## src/rtl/tile_mm_controller_pkg.sv

```systemverilog
// Shared types and defaults for the tiled matrix-multiply controller.
// Latency: n/a (types only).
// Backpressure: n/a.
package tile_mm_controller_pkg;

  localparam int ADDR_WIDTH_DEF = 16;
  localparam int DIM_DEF        = 8;
  localparam int OUT_LAT_DEF    = 3;

  // One encoding shared by the main, read and write-back FSMs.
  typedef enum logic [1:0] {
    ST_IDLE = 2'd0,
    ST_BUSY = 2'd1,
    ST_DONE = 2'd2,
    ST_WAIT = 2'd3
  } state_e;

endpackage

```

## src/rtl/tile_mm_controller_if.sv

```systemverilog
// Host, A/B/P buffer and systolic-array signals of the controller.
// Latency: n/a (wires only).
// Backpressure: stall_i is carried here alongside the buffer signals.
interface tile_mm_controller_if #(
  parameter int ADDR_WIDTH = 16,
  parameter int DIM        = 8
);
  logic                    start_i;
  logic                    stall_i;
  logic                    valid_o;
  logic                    err_o;
  logic [ADDR_WIDTH-1:0]   m_i;
  logic [ADDR_WIDTH-1:0]   k_i;
  logic [ADDR_WIDTH-1:0]   n_i;
  logic [ADDR_WIDTH-1:0]   base_addra_i;
  logic [ADDR_WIDTH-1:0]   base_addrb_i;
  logic [ADDR_WIDTH-1:0]   base_addrp_i;
  logic                    pe_clr_o;
  logic                    pe_we_o;
  logic                    ensys_o;
  logic                    bubble_o;
  logic                    ena_o;
  logic                    enb_o;
  logic                    wea_o;
  logic                    web_o;
  logic [ADDR_WIDTH-1:0]   addra_o;
  logic [ADDR_WIDTH-1:0]   addrb_o;
  logic                    enp_o;
  logic                    wep_o;
  logic [ADDR_WIDTH-1:0]   addrp_o;
  logic [$clog2(DIM)-1:0]  wordp_sel_o;
  logic [DIM-1:0]          datap_we_o;

  // Host / buffer side.
  modport master (
    output start_i, stall_i, m_i, k_i, n_i, base_addra_i, base_addrb_i, base_addrp_i,
    input  valid_o, err_o, pe_clr_o, pe_we_o, ensys_o, bubble_o, ena_o, enb_o,
           wea_o, web_o, addra_o, addrb_o, enp_o, wep_o, addrp_o, wordp_sel_o, datap_we_o
  );

  // Controller side.
  modport slave (
    input  start_i, stall_i, m_i, k_i, n_i, base_addra_i, base_addrb_i, base_addrp_i,
    output valid_o, err_o, pe_clr_o, pe_we_o, ensys_o, bubble_o, ena_o, enb_o,
           wea_o, web_o, addra_o, addrb_o, enp_o, wep_o, addrp_o, wordp_sel_o, datap_we_o
  );

endinterface

```

## src/rtl/tile_mm_controller_wb_sequencer.sv

```systemverilog
// Write-back sequencer: waits for a tile's results then writes its P columns.
// Latency: first P write OUT_LAT+tile_m cycles after load_i; then tile_n write cycles.
// Backpressure: stall_i freezes state, counters and latched geometry.
module tile_wb_sequencer
  import tile_mm_controller_pkg::*;
#(
  parameter int ADDR_WIDTH = ADDR_WIDTH_DEF,
  parameter int DIM        = DIM_DEF,
  parameter int OUT_LAT    = OUT_LAT_DEF
) (
  input  logic                    clk_i,
  input  logic                    rst_ni,
  input  logic                    stall_i,
  input  logic                    load_i,
  input  logic [$clog2(DIM):0]    tile_m_i,
  input  logic [$clog2(DIM):0]    tile_n_i,
  input  logic [ADDR_WIDTH-1:0]   base_i,
  output logic                    idle_o,
  output logic                    enp_o,
  output logic                    wep_o,
  output logic [ADDR_WIDTH-1:0]   addrp_o,
  output logic [$clog2(DIM)-1:0]  wordp_sel_o,
  output logic [DIM-1:0]          datap_we_o
);

  localparam int LD = $clog2(DIM);
  localparam int TW = LD + 1;
  localparam int CW = $clog2(OUT_LAT + DIM + 1);
  typedef logic [DIM-1:0] mask_t;

  state_e                st_q, st_d;
  logic [CW-1:0]         cnt_q, cnt_d, wait_len;
  logic [TW-1:0]         tm_q, tm_d, tn_q, tn_d;
  logic [ADDR_WIDTH-1:0] base_q, base_d;
  logic [LD-1:0]         j_q, j_d;
  logic                  busy;

  // Results reach the array edge OUT_LAT cycles after the last operand, then drain one row per cycle.
  assign wait_len = CW'(OUT_LAT) + CW'(tile_m_i) - CW'(1);

  // Write FSM next state; tile geometry is captured at load so the read side can move on.
  always_comb begin
    st_d   = st_q;
    cnt_d  = cnt_q;
    tm_d   = tm_q;
    tn_d   = tn_q;
    base_d = base_q;
    j_d    = j_q;
    case (st_q)
      ST_IDLE: begin
        if (load_i) begin
          tm_d   = tile_m_i;
          tn_d   = tile_n_i;
          base_d = base_i;
          j_d    = '0;
          if (wait_len == '0) begin
            st_d = ST_BUSY;
          end else begin
            st_d  = ST_WAIT;
            cnt_d = wait_len - CW'(1);
          end
        end
      end
      ST_WAIT: begin
        if (cnt_q == '0) st_d = ST_BUSY;
        else             cnt_d = cnt_q - CW'(1);
      end
      ST_BUSY: begin
        if ({1'b0, j_q} == tn_q - TW'(1)) st_d = ST_IDLE;
        else                             j_d  = j_q + LD'(1);
      end
      default: st_d = ST_IDLE;
    endcase
  end

  // Write FSM state and latched geometry; frozen while stalled.
  always_ff @(posedge clk_i or negedge rst_ni) begin
    if (!rst_ni) begin
      st_q   <= ST_IDLE;
      cnt_q  <= '0;
      tm_q   <= '0;
      tn_q   <= '0;
      base_q <= '0;
      j_q    <= '0;
    end else if (!stall_i) begin
      st_q   <= st_d;
      cnt_q  <= cnt_d;
      tm_q   <= tm_d;
      tn_q   <= tn_d;
      base_q <= base_d;
      j_q    <= j_d;
    end
  end

  assign busy        = (st_q == ST_BUSY);
  assign idle_o      = (st_q == ST_IDLE);
  assign enp_o       = busy;
  assign wep_o       = busy;
  assign addrp_o     = busy ? base_q + ADDR_WIDTH'(j_q) : '0;
  assign wordp_sel_o = busy ? j_q : '0;
  // Only rows that exist in a short last row tile get their byte lanes written.
  assign datap_we_o  = !busy ? '0 :
                       (tm_q == TW'(DIM)) ? '1 : ((mask_t'(1) << tm_q) - mask_t'(1));

endmodule

```

## src/rtl/tile_mm_controller.sv

```systemverilog
// Sequences a DIMxDIM systolic array over MxK*KxN: operand reads per tile, PE control, P write-back.
// Latency: first read the cycle after start is seen; DONE once the last tile has been written.
// Backpressure: stall_i freezes every register; a busy write-back holds reads at the tile's last operand.
module tile_mm_controller
  import tile_mm_controller_pkg::*;
#(
  parameter int ADDR_WIDTH = ADDR_WIDTH_DEF,
  parameter int DIM        = DIM_DEF,
  parameter int OUT_LAT    = OUT_LAT_DEF
) (
  input  logic clk_i,
  input  logic rst_ni,
  tile_mm_controller_if.slave bus
);

  localparam int LD = $clog2(DIM);
  localparam int TW = LD + 1;
  typedef logic [ADDR_WIDTH-1:0] addr_t;

  state_e        main_q, main_d, rd_q, rd_d;
  logic          start_q, err_q, err_d;
  addr_t         c_q, c_d, rt_q, rt_d, ct_q, ct_d;
  addr_t         a_off_q, a_off_d, b_off_q, b_off_d;
  addr_t         p_row_q, p_row_d, p_col_q, p_col_d;
  addr_t         rt_last, ct_last, tc_last, k_last, p_base;
  logic [LD-1:0] m_rem, n_rem;
  logic [TW-1:0] tile_m, tile_n;
  logic          dims_zero, start_rise, start_run;
  logic          wb_idle, rd_busy, at_k_last, hold, issue;

  // Run geometry: last tile indices avoid the overflow of a ceil-divide near 2^ADDR_WIDTH.
  assign dims_zero  = (bus.m_i == '0) || (bus.k_i == '0) || (bus.n_i == '0);
  assign start_rise = bus.start_i && !start_q;
  assign rt_last    = (bus.m_i - addr_t'(1)) >> LD;
  assign ct_last    = (bus.n_i - addr_t'(1)) >> LD;
  assign k_last     = bus.k_i - addr_t'(1);
  assign tc_last    = (bus.k_i > addr_t'(DIM)) ? k_last : addr_t'(DIM - 1);
  assign m_rem      = bus.m_i[LD-1:0];
  assign n_rem      = bus.n_i[LD-1:0];
  assign tile_m     = (rt_q != rt_last || m_rem == '0) ? TW'(DIM) : {1'b0, m_rem};
  assign tile_n     = (ct_q != ct_last || n_rem == '0) ? TW'(DIM) : {1'b0, n_rem};
  assign p_base     = bus.base_addrp_i + p_row_q + p_col_q;

  // Interlock: the last real operand waits until the previous tile has left the write-back.
  assign rd_busy   = (rd_q == ST_BUSY);
  assign at_k_last = (c_q == k_last);
  assign hold      = rd_busy && at_k_last && !wb_idle;
  assign issue     = rd_busy && !hold;

  // Main FSM next state and error flag.
  always_comb begin
    main_d    = main_q;
    err_d     = err_q;
    start_run = 1'b0;
    case (main_q)
      ST_IDLE: begin
        if (start_rise) begin
          if (dims_zero) begin
            main_d = ST_DONE;
            err_d  = 1'b1;
          end else begin
            main_d    = ST_BUSY;
            err_d     = 1'b0;
            start_run = 1'b1;
          end
        end
      end
      ST_BUSY: if (rd_q == ST_DONE && wb_idle) main_d = ST_DONE;
      ST_DONE: begin
        if (!bus.start_i) begin
          main_d = ST_IDLE;
          err_d  = 1'b0;
        end
      end
      default: main_d = ST_IDLE;
    endcase
  end

  // Read FSM and tile counters; offsets accumulate so no multiplier is needed.
  always_comb begin
    rd_d    = rd_q;
    c_d     = c_q;
    rt_d    = rt_q;
    ct_d    = ct_q;
    a_off_d = a_off_q;
    b_off_d = b_off_q;
    p_row_d = p_row_q;
    p_col_d = p_col_q;
    case (rd_q)
      ST_IDLE: begin
        c_d = '0; rt_d = '0; ct_d = '0;
        a_off_d = '0; b_off_d = '0; p_row_d = '0; p_col_d = '0;
        if (start_run) rd_d = ST_BUSY;
      end
      ST_BUSY: begin
        if (issue) begin
          if (c_q == tc_last) begin
            c_d = '0;
            if (ct_q == ct_last) begin
              ct_d = '0; b_off_d = '0; p_col_d = '0;
              if (rt_q == rt_last) begin
                rd_d = ST_DONE;
              end else begin
                rt_d    = rt_q + addr_t'(1);
                a_off_d = a_off_q + bus.k_i;
                p_row_d = p_row_q + bus.n_i;
              end
            end else begin
              ct_d    = ct_q + addr_t'(1);
              b_off_d = b_off_q + bus.k_i;
              p_col_d = p_col_q + addr_t'(DIM);
            end
          end else begin
            c_d = c_q + addr_t'(1);
          end
        end
      end
      ST_DONE: begin
        // Main reaches DONE only after this FSM, so returning here keeps the two in step.
        if (main_q == ST_DONE) begin
          rd_d = ST_IDLE;
          c_d = '0; rt_d = '0; ct_d = '0;
          a_off_d = '0; b_off_d = '0; p_row_d = '0; p_col_d = '0;
        end
      end
      default: rd_d = ST_IDLE;
    endcase
  end

  // Controller state registers; nothing moves while the buffers stall.
  always_ff @(posedge clk_i or negedge rst_ni) begin
    if (!rst_ni) begin
      main_q  <= ST_IDLE;
      rd_q    <= ST_IDLE;
      start_q <= 1'b0;
      err_q   <= 1'b0;
      c_q     <= '0;
      rt_q    <= '0;
      ct_q    <= '0;
      a_off_q <= '0;
      b_off_q <= '0;
      p_row_q <= '0;
      p_col_q <= '0;
    end else if (!bus.stall_i) begin
      main_q  <= main_d;
      rd_q    <= rd_d;
      start_q <= bus.start_i;
      err_q   <= err_d;
      c_q     <= c_d;
      rt_q    <= rt_d;
      ct_q    <= ct_d;
      a_off_q <= a_off_d;
      b_off_q <= b_off_d;
      p_row_q <= p_row_d;
      p_col_q <= p_col_d;
    end
  end

  assign bus.valid_o  = (main_q == ST_DONE);
  assign bus.err_o    = (main_q == ST_DONE) && err_q;
  assign bus.ena_o    = issue;
  assign bus.enb_o    = issue;
  assign bus.ensys_o  = issue;
  assign bus.wea_o    = 1'b0;
  assign bus.web_o    = 1'b0;
  assign bus.pe_clr_o = issue && (c_q == '0);
  assign bus.pe_we_o  = issue && at_k_last;
  assign bus.bubble_o = issue && (c_q >= bus.k_i);
  assign bus.addra_o  = issue ? bus.base_addra_i + a_off_q + c_q : '0;
  assign bus.addrb_o  = issue ? bus.base_addrb_i + b_off_q + c_q : '0;

  tile_wb_sequencer #(
    .ADDR_WIDTH (ADDR_WIDTH),
    .DIM        (DIM),
    .OUT_LAT    (OUT_LAT)
  ) u_wb (
    .clk_i       (clk_i),
    .rst_ni      (rst_ni),
    .stall_i     (bus.stall_i),
    .load_i      (bus.pe_we_o),
    .tile_m_i    (tile_m),
    .tile_n_i    (tile_n),
    .base_i      (p_base),
    .idle_o      (wb_idle),
    .enp_o       (bus.enp_o),
    .wep_o       (bus.wep_o),
    .addrp_o     (bus.addrp_o),
    .wordp_sel_o (bus.wordp_sel_o),
    .datap_we_o  (bus.datap_we_o)
  );

endmodule

```

## src/flat_wrapper.sv

```systemverilog
// flat-port wrapper written by rule: the top's interface ports become plain ports
module tile_mm_controller_flat import tile_mm_controller_pkg::*;
#(
  parameter int ADDR_WIDTH = ADDR_WIDTH_DEF,
  parameter int DIM        = DIM_DEF,
  parameter int OUT_LAT    = OUT_LAT_DEF
)
  (clk_i, rst_ni, bus_start_i, bus_stall_i, bus_m_i, bus_k_i, bus_n_i, bus_base_addra_i, bus_base_addrb_i, bus_base_addrp_i, bus_valid_o, bus_err_o, bus_pe_clr_o, bus_pe_we_o, bus_ensys_o, bus_bubble_o, bus_ena_o, bus_enb_o, bus_wea_o, bus_web_o, bus_addra_o, bus_addrb_o, bus_enp_o, bus_wep_o, bus_addrp_o, bus_wordp_sel_o, bus_datap_we_o);
  tile_mm_controller_if #(.ADDR_WIDTH(ADDR_WIDTH), .DIM(DIM)) bus_i ();
  input  logic clk_i;
  input  logic rst_ni;
  input wire logic [$bits(bus_i.start_i)-1:0] bus_start_i;
  input wire logic [$bits(bus_i.stall_i)-1:0] bus_stall_i;
  input wire logic [$bits(bus_i.m_i)-1:0] bus_m_i;
  input wire logic [$bits(bus_i.k_i)-1:0] bus_k_i;
  input wire logic [$bits(bus_i.n_i)-1:0] bus_n_i;
  input wire logic [$bits(bus_i.base_addra_i)-1:0] bus_base_addra_i;
  input wire logic [$bits(bus_i.base_addrb_i)-1:0] bus_base_addrb_i;
  input wire logic [$bits(bus_i.base_addrp_i)-1:0] bus_base_addrp_i;
  output wire logic [$bits(bus_i.valid_o)-1:0] bus_valid_o;
  output wire logic [$bits(bus_i.err_o)-1:0] bus_err_o;
  output wire logic [$bits(bus_i.pe_clr_o)-1:0] bus_pe_clr_o;
  output wire logic [$bits(bus_i.pe_we_o)-1:0] bus_pe_we_o;
  output wire logic [$bits(bus_i.ensys_o)-1:0] bus_ensys_o;
  output wire logic [$bits(bus_i.bubble_o)-1:0] bus_bubble_o;
  output wire logic [$bits(bus_i.ena_o)-1:0] bus_ena_o;
  output wire logic [$bits(bus_i.enb_o)-1:0] bus_enb_o;
  output wire logic [$bits(bus_i.wea_o)-1:0] bus_wea_o;
  output wire logic [$bits(bus_i.web_o)-1:0] bus_web_o;
  output wire logic [$bits(bus_i.addra_o)-1:0] bus_addra_o;
  output wire logic [$bits(bus_i.addrb_o)-1:0] bus_addrb_o;
  output wire logic [$bits(bus_i.enp_o)-1:0] bus_enp_o;
  output wire logic [$bits(bus_i.wep_o)-1:0] bus_wep_o;
  output wire logic [$bits(bus_i.addrp_o)-1:0] bus_addrp_o;
  output wire logic [$bits(bus_i.wordp_sel_o)-1:0] bus_wordp_sel_o;
  output wire logic [$bits(bus_i.datap_we_o)-1:0] bus_datap_we_o;
  assign bus_i.start_i = bus_start_i;
  assign bus_i.stall_i = bus_stall_i;
  assign bus_i.m_i = bus_m_i;
  assign bus_i.k_i = bus_k_i;
  assign bus_i.n_i = bus_n_i;
  assign bus_i.base_addra_i = bus_base_addra_i;
  assign bus_i.base_addrb_i = bus_base_addrb_i;
  assign bus_i.base_addrp_i = bus_base_addrp_i;
  assign bus_valid_o = bus_i.valid_o;
  assign bus_err_o = bus_i.err_o;
  assign bus_pe_clr_o = bus_i.pe_clr_o;
  assign bus_pe_we_o = bus_i.pe_we_o;
  assign bus_ensys_o = bus_i.ensys_o;
  assign bus_bubble_o = bus_i.bubble_o;
  assign bus_ena_o = bus_i.ena_o;
  assign bus_enb_o = bus_i.enb_o;
  assign bus_wea_o = bus_i.wea_o;
  assign bus_web_o = bus_i.web_o;
  assign bus_addra_o = bus_i.addra_o;
  assign bus_addrb_o = bus_i.addrb_o;
  assign bus_enp_o = bus_i.enp_o;
  assign bus_wep_o = bus_i.wep_o;
  assign bus_addrp_o = bus_i.addrp_o;
  assign bus_wordp_sel_o = bus_i.wordp_sel_o;
  assign bus_datap_we_o = bus_i.datap_we_o;
  tile_mm_controller #(.ADDR_WIDTH(ADDR_WIDTH), .DIM(DIM), .OUT_LAT(OUT_LAT)) u_core (.clk_i(clk_i), .rst_ni(rst_ni), .bus(bus_i));
endmodule
```

## config.mk

```make
export PLATFORM = sky130hd
export DESIGN_NAME = tile_mm_controller_flat
export DESIGN_NICKNAME = d
export VERILOG_FILES = /design/src/rtl/tile_mm_controller_pkg.sv /design/src/rtl/tile_mm_controller_if.sv /design/src/rtl/tile_mm_controller_wb_sequencer.sv /design/src/rtl/tile_mm_controller.sv /design/src/flat_wrapper.sv
export SDC_FILE = /design/constraint.sdc
export NUM_CORES = 1
export LEC_CHECK = 0
export ABC_CLOCK_PERIOD_IN_PS = 11470
export BUFFER_PORTS_ARGS = -buffer_cell sky130_fd_sc_hd__buf_2
export CORE_MARGIN = 4
export CORE_UTILIZATION = 55
export DETAILED_ROUTE_END_ITERATION = 8
export HOLD_SLACK_MARGIN = 0.08
export PLACE_DENSITY = 0.76
export SLEW_MARGIN = 5
export SYNTH_ARGS = -nofsm -noshare
export SYNTH_HDL_FRONTEND = slang
export SYNTH_SLANG_ARGS = --single-unit
```

## constraint.sdc

```tcl
create_clock -name clk_i -period 11.47 [get_ports clk_i]
set_input_delay 2.294 -clock clk_i [delete_from_list [all_inputs] [get_ports clk_i]]
set_output_delay 2.294 -clock clk_i [all_outputs]
set_load 0.01 [all_outputs]
```

==> reports/metrics.cfg <==
[critical_path]
end_kind = primary output
cp_max_fo = 28
start_kind = input port
path_cells = buf_2, inv_1, ha_1, or3b_2, nor4_2, xnor2_1, a2111o_1, and4bb_2, nand4_1, o21ai_2, buf_4, inv_1, and2_1, buf_2
cp_slowest_cell = or3b_2
worstPathArrival_ns = 6.01
required_ns = 9.18
criticalPathCategory = input port to primary output
max_stage_delay_ns = 0.58

[route]
postRouteAntennaNets = 0
drt_first_pass_iters = 7
vias_per_cell = 6.16
vias = 13436
post-route-drc-count = 0
wirelength_um = 38600
drt_iter0_markers = 1149
wl_per_cell_um = 17.7

[synthesis]
synth.avg_cell_area_sq_um = 8.32
synth_edf_count = 0
yosysSeqAreaShare_pct = 26.0
synth_area_leaders = dfrtp_1 (26%), ha_1 (11%), fa_1 (6.9%)
async_flop_share_pct = 100
synth.top_cell.area_share_pct = 26.0
synth_ff_type = dfrtp_1
yosys.cell_count.top_type = nand2_1
synth_top_cell_by_area = dfrtp_1
yosys-top-cells-count = nand2_1 (169), nor2_1 (150), dfrtp_1 (148)
syn_inst = 1711
ys_warn_count = 0
ys_seq_elements = 148
yosys.cell_types.count = 77
syn_area_sq_um = 14200

[power]
vdd_drop_max_v = 0.000102
power_frac_comb_pct = 18.3
clkPwrFrac_pct = 42.4
power_mw = 1.40
seqPwrFrac_pct = 39.3
p_sw_share_pct = 28.4
p_int_mw = 1.00
p_per_area_nw_per_um2 = 88.2
leakage_nw = 7.43
switching_power_uw = 398

[sta]
tightest_slew_ns = 1.06
setup_tns_ns = 0
max_slew_margin_pct = 29.2
min_period_ns = 8.31
hold_violations = 0
fin_crit_sh_pct = 72.4
rsz0062_at_grt = no
clock_skew_ns = 0.0151
fmax_ghz = 0.120
whs_ns = 0.477
report.final.slew_viol_count = 0
finalSetupViolCount = 0

[clocking]
cts_hold_buf = 0
cts.path.max_buffers = 2
cts_resized = 0
post-cts-setup-buffers = 0
cts_sinks = 148
clock_latency_ns = 0.43
htreeDepth = 4
cts-buffers-inserted = 17
clk_pin_slew_ns = 0.06
root_buffer = clkbuf_16
cts_tree = built

[final_layout]
nNetsFinal = 2113
n_antenna_cell = 0
fillCellCount = 2209
area_growth_syn_to_layout_pct = 11.6
layout-drive-gt1-share_pct = 13.1
instances_no_fill = 2181

[grt]
grt_usage_pct = 26.6
grt_pass1_wl_um = 62900
grt_antenna_before_repair = 0
grt_max_degree = 78
grt_overflow = 0
grt_pass1_vias = 12806

[floorplanning]
dieArea_sq_um = 28500
rows = 58
coreArea_sq_um = 25300
start_util_pct = 56.2
die_w_um = 169
io-pin-count = 171
die_h_um = 169

[place]
dp_hpwl_um = 29300
io_buffers = 168
gp_congestion = 0.954
placed_cells = 2152

[status]
status = finished clean

[job]
maxCapViolations = 0

[hold_path]
hold_path_class = flip-flop to flip-flop

-- power by group through the flow --
stage | sequential (mW) | combinational [mW] | clock [mW]
6_report | 0.551 | 0.256 | 0.594
5_1_grt | 0.552 | 0.287 | 0.626
4_1_cts | 0.550 | 0.256 | 0.601
3_5_place_dp | 0.560 | 0.253 | 0
3_3_place_gp | 0.558 | 0.248 | 0
2_1_floorplan | 0.555 | 0.169 | 0
-- critical path, delay by kind of cell --
kind | cells | cell delay (ns)
adder cells (fa/ha/maj) | 1 | 0.27
buffers and inverters | 5 | 1.05
AND/OR/NAND/NOR | 5 | 1.60
AO/OA/AOI/OAI | 2 | 0.64
XOR/XNOR | 1 | 0.12
-- cells in the final DEF, fill, tap and decap left out, types with 61 or more instances in the layout --
master | synthesis | routed
a21oi_1 | 78 | 78
buf_2 | 14 | 167
dfrtp_1 | 148 | 148
ha_1 | 123 | 123
inv_1 | 64 | 64
nand2_1 | 169 | 169
nor2_1 | 150 | 150
nor3_1 | 61 | 61
o21ai_0 | 128 | 128
xnor2_1 | 71 | 71
-- flip-flops by register name, indices dropped and copies added, names as in the netlist, 3 cells and up --
register,cells
u_core.p_col_q,13
u_core.c_q,16
u_core.ct_q,16
u_core.a_off_q,16
u_core.u_wb.tm_q,4
u_core.u_wb.j_q,3
u_core.b_off_q,16
u_core.u_wb.cnt_q,4
u_core.u_wb.tn_q,4
u_core.p_row_q,16
u_core.u_wb.base_q,16
u_core.rt_q,16
-- layout make-up --
class                   instances  area, sq um  area share, %
inverters                      65          244           1.54
clock buffers                  20          457           2.88
flip-flops and latches        148         3700           23.3
multi-input cells            1429         9970           62.8
well taps                     330          413           2.60
clock inverters                 9          155          0.977
repair buffers                180          937           5.90
-- logic make-up after synthesis --
family	count (synthesis)	share of synthesized area [%]
DFF	148	26.0
AOI/OAI and AO/OA	448	19.9
xor gates and xnor gates	126	7.75
other	1	0.0264
adders and majority gates	172	17.7
buffers and inverters	135	4.00
and+or+nand+nor	663	23.3
muxes	18	1.35
-- worst paths after layout --
path	startpoint	end	slack [ns]	depth (start not counted)
setup / recovery	bus_k_i[1]	bus_addra_o[0]	3.16	14
hold / removal	u_core.u_wb.tn_q[0]	u_core.u_wb.tn_q[0]	0.48	2
min in group asynchronous	rst_ni	u_core.rt_q[4]	1.90	1
setup reg to reg	u_core.c_q[7]	u_core.ct_q[2]	6.94	11
hold reg to reg	u_core.u_wb.tn_q[0]	u_core.u_wb.tn_q[0]	0.48	2
max in group asynchronous	rst_ni	u_core.ct_q[7]	8.15	2
-- through the flow --
stage               utilization [%]  instance area [sq um]  setup slack [ns]
detailed placement             60.3                  15300              3.19
CTS                            62.7                  15900              3.20
global placement               60.3                  15300              3.41
global route                   62.7                  15900              2.93
floorplan                         -                  14200              3.93
finish                         62.7                  15900              3.16
-- layer usage --
layer / GRT usage (%) / wire, um / vias to the layer above
met4: 7.34 / 764 / 0
met3: 3.53 / 2620 / 52
met5: 0 / 0 / -
met2: 43.4 / 18000 / 507
li1: - / - / 6422
met1: 37.4 / 17200 / 6455
(Power assumes the default switching activity.)
